File: src/rtl/ventilador_pkg.sv
// Shared fan level encoding and the flag-to-level decode.
package ventilador_pkg;

    typedef logic [1:0] fan_level_t;

    localparam fan_level_t ST_OFF  = 2'd0;
    localparam fan_level_t ST_LOW  = 2'd1;
    localparam fan_level_t ST_HIGH = 2'd2;

    // mayor28 dominates; the inconsistent 01 combination is treated as hot.
    function automatic fan_level_t decode_target(input logic mayor25, input logic mayor28);
        if (mayor28) begin
            return ST_HIGH;
        end
        if (mayor25) begin
            return ST_LOW;
        end
        return ST_OFF;
    endfunction

endpackage

File: src/rtl/pwm_gen.sv
// Free-running PWM counter with a per-level duty compare and registered output.
module pwm_gen
    import ventilador_pkg::*;
#(
    parameter int unsigned PWM_BITS = 4
) (
    input  logic                clk,
    input  logic                rst_n,
    input  logic [1:0]          level,
    input  logic [PWM_BITS:0]   duty,
    output logic                pwm
);

    logic [PWM_BITS-1:0] cnt_q;
    logic                pwm_d;
    logic                pwm_q;

    // Output level decode; duty is one bit wider so a full-period duty reads as constant 1.
    always_comb begin
        pwm_d = 1'b0;
        case (level)
            ST_LOW:  pwm_d = ({1'b0, cnt_q} < duty);
            ST_HIGH: pwm_d = 1'b1;
            default: pwm_d = 1'b0;
        endcase
    end

    // Period counter wraps naturally; output is registered.
    always_ff @(posedge clk or negedge rst_n) begin
        if (!rst_n) begin
            cnt_q <= '0;
            pwm_q <= 1'b0;
        end else begin
            cnt_q <= cnt_q + 1'b1;
            pwm_q <= pwm_d;
        end
    end

    assign pwm = pwm_q;

endmodule

File: src/rtl/control_ventilador.sv
// Fan controller: debounced level selection, sticky over-temperature alarm and PWM drive.
module control_ventilador
    import ventilador_pkg::*;
#(
    parameter int unsigned DEB_N    = 4,
    parameter int unsigned ALARM_N  = 16,
    parameter int unsigned PWM_BITS = 4,
    parameter int unsigned DUTY_LOW = 8
) (
    input  logic       clk,
    input  logic       rst_n,
    input  logic       sample_en,
    input  logic       mayor25,
    input  logic       mayor28,
    input  logic       alarm_clr,
    output logic [1:0] fan_state,
    output logic       fan_pwm,
    output logic       alarm
);

    fan_level_t state_q, state_d;
    fan_level_t cand_q, cand_d;
    logic [3:0] cnt_q, cnt_d;
    logic [3:0] cnt_inc;
    fan_level_t target;

    logic [7:0] alarm_cnt_q, alarm_cnt_d;
    logic       alarm_q, alarm_d;

    assign target = decode_target(mayor25, mayor28);

    // Level state register.
    always_ff @(posedge clk or negedge rst_n) begin
        if (!rst_n) begin
            state_q <= ST_OFF;
        end else begin
            state_q <= state_d;
        end
    end

    // Debounce next-state: a level change needs DEB_N consecutive strobes agreeing on it.
    always_comb begin
        state_d = state_q;
        cand_d  = cand_q;
        cnt_d   = cnt_q;
        cnt_inc = cnt_q;
        if (sample_en) begin
            if (target == state_q) begin
                cnt_d = 4'd0;
            end else begin
                if (target == cand_q) begin
                    cnt_inc = cnt_q + 4'd1;
                end else begin
                    cand_d  = target;
                    cnt_inc = 4'd1;
                end
                if (cnt_inc == 4'(DEB_N)) begin
                    state_d = target;
                    cnt_d   = 4'd0;
                end else begin
                    cnt_d = cnt_inc;
                end
            end
        end
    end

    // Debounce candidate and agreement counter.
    always_ff @(posedge clk or negedge rst_n) begin
        if (!rst_n) begin
            cand_q <= ST_OFF;
            cnt_q  <= 4'd0;
        end else begin
            cand_q <= cand_d;
            cnt_q  <= cnt_d;
        end
    end

    // Output decode of the level FSM.
    always_comb begin
        fan_state = state_q;
    end

    // Alarm: count strobes spent in HIGH (entry strobe excluded); clear has priority.
    always_comb begin
        alarm_cnt_d = alarm_cnt_q;
        alarm_d     = alarm_q;
        if (sample_en) begin
            if (state_q == ST_HIGH && state_d == ST_HIGH) begin
                if (alarm_cnt_q < 8'(ALARM_N)) begin
                    alarm_cnt_d = alarm_cnt_q + 8'd1;
                    if (alarm_cnt_q + 8'd1 == 8'(ALARM_N)) begin
                        alarm_d = 1'b1;
                    end
                end
            end else begin
                alarm_cnt_d = 8'd0;
            end
        end
        if (alarm_clr) begin
            alarm_cnt_d = 8'd0;
            alarm_d     = 1'b0;
        end
    end

    // Alarm counter and sticky flag.
    always_ff @(posedge clk or negedge rst_n) begin
        if (!rst_n) begin
            alarm_cnt_q <= 8'd0;
            alarm_q     <= 1'b0;
        end else begin
            alarm_cnt_q <= alarm_cnt_d;
            alarm_q     <= alarm_d;
        end
    end

    assign alarm = alarm_q;

    pwm_gen #(
        .PWM_BITS (PWM_BITS)
    ) u_pwm_gen (
        .clk   (clk),
        .rst_n (rst_n),
        .level (state_q),
        .duty  ((PWM_BITS + 1)'(DUTY_LOW)),
        .pwm   (fan_pwm)
    );

endmodule
File: config.mk
export PLATFORM = sky130hd
export DESIGN_NAME = control_ventilador
export DESIGN_NICKNAME = d
export VERILOG_FILES = /design/src/rtl/ventilador_pkg.sv /design/src/rtl/pwm_gen.sv /design/src/rtl/control_ventilador.sv
export SDC_FILE = /design/constraint.sdc
export NUM_CORES = 1
export LEC_CHECK = 0
export ABC_CLOCK_PERIOD_IN_PS = 3200
export CELL_PAD_IN_SITES_DETAIL_PLACEMENT = 0
export CELL_PAD_IN_SITES_GLOBAL_PLACEMENT = 1
export CORE_UTILIZATION = 35
export CTS_CLUSTER_DIAMETER = 30
export DETAILED_ROUTE_END_ITERATION = 10
export PLACE_DENSITY_LB_ADDON = 0.1
export SETUP_SLACK_MARGIN = 0.3
export SLEW_MARGIN = 10
export SYNTH_ARGS = -nofsm -noshare
export SYNTH_HDL_FRONTEND = slang
export SYNTH_SLANG_ARGS = --single-unit
File: constraint.sdc
create_clock -name clk -period 3.2 [get_ports clk]
set_clock_uncertainty 0.2 [all_clocks]
set_input_delay 0.64 -clock clk [delete_from_list [all_inputs] [get_ports clk]]
set_output_delay 0.64 -clock clk [all_outputs]
set_load 0.01 [all_outputs]
### Yosys cells after proc, flatten, opt, wreduce, memory -nomap -nowiden

Cells that the tools add are included.

* register bits after elaboration: 22
* input port bits: 6
* logic and storage cells: 55

* add/sub/neg operators: 3
* order comparisons: 2
* eq/ne operators: 8
* mux-type cells: 25
* bitwise gates (word level): 2
* reduce and logical (&&, ||, !) cells: 8

Operator list (number)
* $mux 8: 4
* $mux 4: 5
* $mux 2: 7
* $add 4x1->4 const B: 2
* $add 8x1->8 const B: 1
* $eq 8x5->1 const B: 1
* $lt 8x5->1 const B: 1
* $mux 1: 8
* $reduce_bool 2->1: 4
* $eq 2x2->1: 2
* $eq 2x2->1 const B: 2
* $eq 4x3->1 const B: 1
* $lt 4x4->1 const B: 1
* $reduce_and 4->1: 1
* $ne 3x2->1 const B: 1
* $reduce_and 3->1: 1
* $eq 2x1->1 const B: 1
* $not 1->1: 2
* $pmux 1 s2: 1
* $reduce_and 2->1: 1
* $logic_and 1x1->1: 1

### Longest topological paths before layout

* word-level depth: 17
* mapped depth: 7

### By module

From an unflattened synthesis, not the netlist that was laid out.

* cells, all modules: 134
* area, all modules: 1322.5 sq um

Modules (own cells, without submodules)
* control_ventilador: instances 1, cells an instance 106, area an instance 1022.2 sq um, seq. area each 425.4 sq um
* pwm_gen: instances 1, cells an instance 28, area an instance 300.3 sq um, seq. area each 125.1 sq um

### Worst setup path before layout

OpenSTA, ideal clock, no wires.

* kind: input -> register
* from: in mayor28
* to: reg alarm_q (netlist: alarm)
* library setup time: 0.139 ns
* arrival time: 2.194 ns
* setup slack: 0.667 ns
* stages on the path: 7
* buffers on the path: 1
* cell sequence: buf_6 > or4b_4 > o22ai_4 > nand3_1 > mux2_4 > a41oi_1 > nor2_1

* longest elaborated chain between the ends: 14

RTL lines
* start: declaration: line control_ventilador.sv:14 `input logic mayor28,`
* $mux 1 *: line ventilador_pkg.sv:12 `if (mayor28) begin`
* $mux 2 *: line ventilador_pkg.sv:15 `if (mayor25) begin`
* $eq 2x2->1: line control_ventilador.sv:51 `if (target == cand_q) begin`
* $mux 4: line control_ventilador.sv:51
* $mux 4: line control_ventilador.sv:48 `if (target == state_q) begin`
* $mux 4: line control_ventilador.sv:47 `if (sample_en) begin`
* $eq 4x3->1: line control_ventilador.sv:57 `if (cnt_inc == 4'(DEB_N)) begin`
* $mux 2: line control_ventilador.sv:57
* $mux 2 *: line control_ventilador.sv:48
* $mux 2 *: line control_ventilador.sv:47
* net state_d[1]: line control_ventilador.sv:21 `fan_level_t state_q, state_d;`
* $eq 2x2->1 *: line control_ventilador.sv:88 `if (state_q == ST_HIGH && state_d == ST_HIGH) begin`
* $logic_and 1x1->1 *: line control_ventilador.sv:88
* $reduce_bool 2->1 (no source line) *
* $reduce_and 4->1 (no source line) *
* end signal: assignment: line control_ventilador.sv:112 `alarm_q <= alarm_d;`
* end: declaration: line control_ventilador.sv:28 `logic alarm_q, alarm_d;`

The timed path passes the listed nets; every way through them passes the cells marked *. The select of a mux whose other input is x is not followed.
A chain may end at the register's enable or synchronous reset.

### Worst setup path in the final report

* from: reg cnt_q[0]
* to: reg alarm_q (netlist: alarm)

* longest elaborated chain between the ends: 12

RTL lines
* start: declaration: line control_ventilador.sv:23 `logic [3:0] cnt_q, cnt_d;`
* start signal: assignment: line control_ventilador.sv:74 `cnt_q <= cnt_d;`
* $add 4x1->4: line control_ventilador.sv:52 `cnt_inc = cnt_q + 4'd1;`
* $mux 4: line control_ventilador.sv:51
* $mux 4: line control_ventilador.sv:48
* $mux 4: line control_ventilador.sv:47
* $eq 4x3->1: line control_ventilador.sv:57
* $mux 2: line control_ventilador.sv:57
* $mux 2: line control_ventilador.sv:48
* $mux 2: line control_ventilador.sv:47
* net state_d[1]: line control_ventilador.sv:21
* $eq 2x2->1: line control_ventilador.sv:88
* $logic_and 1x1->1: line control_ventilador.sv:88
* $reduce_bool 2->1 (no source line)
* $reduce_and 4->1 (no source line)

The timed path passes the listed nets, and every way through them passes these cells. The select of a mux whose other input is x is not followed.

==> impl_metrics.yaml <==
clocking:
  htree_levels: 1
  ctsResizeCount: 0
  post-cts-setup-buffers: 0
  insertion_delay_ns: 0.30
  numCtsBuffers: 3
  cts.sinks: 22
  clkTransAtPathRegs_ns: 0.12
  ctsLongestPathBuffers: 2
  holdBufCountCts: 0
  cts_root_buf: "clkbuf_4"
  cts_tree: "yes"
hold_path:
  min_path_type: "reg -> reg"
worst_setup_path:
  slowest_delay_ns: 0.51
  critPathKind: "reg -> reg"
  path_delay_family: "simple AND/OR/NAND/NOR gates"
  cp_slowest_cell: "or4b_4"
  crit_fanout: 6
  critical_path_required_ns: 3.18
  path_cells: "ha_1 -> or4b_4 -> o22ai_4 -> nand3_1 -> mux2_4 -> a41oi_1 -> nor2_1"
  critical_path_buf_inv_count: 0
  crit_arrival_ns: 2.64
  critPathLaunchType: "flop"
  crit_path_end_kind: "flop"
finish:
  multi_input_area_um2: 661
  fin_util: 0.430
  fill_cells: 340
  seq_area_um2: 551
  antennaDiodeCount: 0
  fin_nets: 141
  drive_gt1_frac: 0.178
  finish.instance_area_um2: 1470
  area_delta_synth_final_pct: 15.3
floorplan:
  num_rows: 21
  ios: 10
  core_area_um2: 3420
  die_h_um: 62.4
  die_w_um: 62.4
  die_area_um2: 3890
  start_util: 0.373
placed_design:
  dpl_cell_area_um2: 1430
  portBuffers: 9
  hpwl_mm: 1.75
  gp_congestion: 0.751
sta:
  tightest_slew_ns: 0.763
  period_minus_slack_ns: 2.66
  setup_tns_ns: 0
  setup_viol: 0
  max_freq_mhz: 376
  period_share: 0.832
  hold_ws_ns: 0.257
  rsz0062_at_grt: "no"
  finalHoldViolations: 0
  slew_violations: 0
  slew_headroom: 0.486
global_route:
  grt_use_total: 0.136
  grt_max_degree: 23
  grt_pass1_vias: 886
  grt_pass1_wl_mm: 4.16
  grt-ovfl-total: 0
  antenna_found_initial: 0
power_and_ir_drop:
  ir_worst_vdd_uv: 168
  power_density_nw_per_um2: 396
  power_uw: 582
  power.leakage_nw: 0.631
synth:
  synth-simple-area-share: 0.177
  ys_top_cells_by_area: "dfrtp_1 43%, a211oi_2 4.9%, ha_1 4.9%"
  yosys_warnings: 0
  avgSynthCellArea_um2: 11.1
  synth_edf_count: 0
  synth-seq-cells: 22
  synth_xor_area_frac: 0.0481
  synth-async-reset-ratio: 1.00
  yosysMostFrequentCell: "dfrtp_1"
  ys_top_cells_by_count: "22 x dfrtp_1, 12 x inv_1, 6 x nand2_1"
  netlist_instances: 115
  syn_nets: 126
  synth_compound_area_frac: 0.197
  yosysSeqAreaShare: 0.432
  yosysTopAreaCellShare: 0.432
  yosys_most_used_dff: "dfrtp_1"
  synth_top_family_by_area: "compound AO/OA/AOI/OAI gates"
  yosysTopAreaCell: "dfrtp_1"
  synthAdderAreaFrac: 0.0491
  synth_mux_area_frac: 0.0471
  synth.distinct_cells: 37
  synth_area_um2: 1270
detailed_routing:
  num_vias: 877
  via_per_inst: 5.01
  drc: 0
  drtIter0Drc: 36
  wire_per_inst_um: 13.4
  drt_wl_total_mm: 2.34
  postRouteAntennaNets: 0
  first_pass_iters: 4
status:
  status: "complete, no violations"
job:
  cap_violations: 0
cell usage in the layout, fill, tap and decap left out, types with 2 or more instances in the layout:
master,instances
xor2_1,4
ha_1,5
a21o_1,2
a31oi_1,3
buf_4,4
nor2_1,2
mux2_2,2
nand3_1,4
nor2b_1,3
a21oi_1,3
o2bb2ai_1,2
nand3b_1,2
inv_1,12
xnor2_1,3
o21ai_0,3
clkbuf_4,3
dfrtp_1,22
nand2_1,6
nand4_1,5
o22ai_1,2
and3_1,2
clkdlybuf4s50_1,9
nand2b_1,5
a211oi_2,5
o22ai_4,2
path summary, 6_finish.rpt:
path,start,end,slack [ns],cells past startpoint
min,u_pwm_gen.cnt_q[0],u_pwm_gen.cnt_q[0],0.26,1
max reg2reg,cnt_q[0],alarm,0.54,7
max,cnt_q[0],alarm,0.54,7
max in group asynchronous,rst_n,cand_q[0],2.11,2
min in group asynchronous,rst_n,u_pwm_gen.cnt_q[0],0.47,2
min reg2reg,u_pwm_gen.cnt_q[0],u_pwm_gen.cnt_q[0],0.26,1
kinds of logic after synthesis:
group,Yosys count
buffers and inverters,15
AOI/OAI and AO/OA,28
adders and majority gates,5
muxes,4
and+or+nand+nor,34
DFF,22
xor gates and xnor gates,7
per-layer routing:
layer,vias to the layer above,global-route usage,part of all wire
li1,444,-,-
met1,425,0.182,0.49
met2,6,0.223,0.48
met3,2,0.0202,0.020
met4,0,0.0523,0.010
met5,-,0,0
power breakdown:
group          internal [mW]  switching, mW  total [mW]  leakage (nW)
logic                 0.0566         0.0626       0.119         0.314
registers              0.291         0.0194       0.310         0.296
clock network         0.0694         0.0831       0.152        0.0210
registers in the layout, summed over array words and instances (netlist names):
signal and cells:
alarm_cnt_q 8, cand_q 2, u_pwm_gen.pwm 1, cnt_q 4, alarm 1, u_pwm_gen.cnt_q 4
fan_state 2
worst register-to-register path, delay by kind of cell (launching register included):
family,cells,cell delay [ns]
and+or+nand+nor,3,0.71
DFF,1,0.46
AOI/OAI and AO/OA,2,0.42
adders and majority gates,1,0.39
muxes,1,0.36
cell type report:
cell class	count	area share
Tap cell	46	0.0391
Inverter	12	0.0306
Multi-Input combinational cell	78	0.449
Clock buffer	4	0.0247
Timing Repair Buffer	13	0.0817
Sequential cell	22	0.374
through the flow:
| step | cells | worst slack, ns |
|---|---|---|
| global placement | 171 | 0.255 |
| CTS | 175 | 0.509 |
| floorplan | 115 | 0.667 |
| finish | 175 | 0.538 |
| global route | 175 | 0.408 |
| detailed placement | 171 | 0.224 |
No activity file was read; power rests on OpenSTA's default activity.
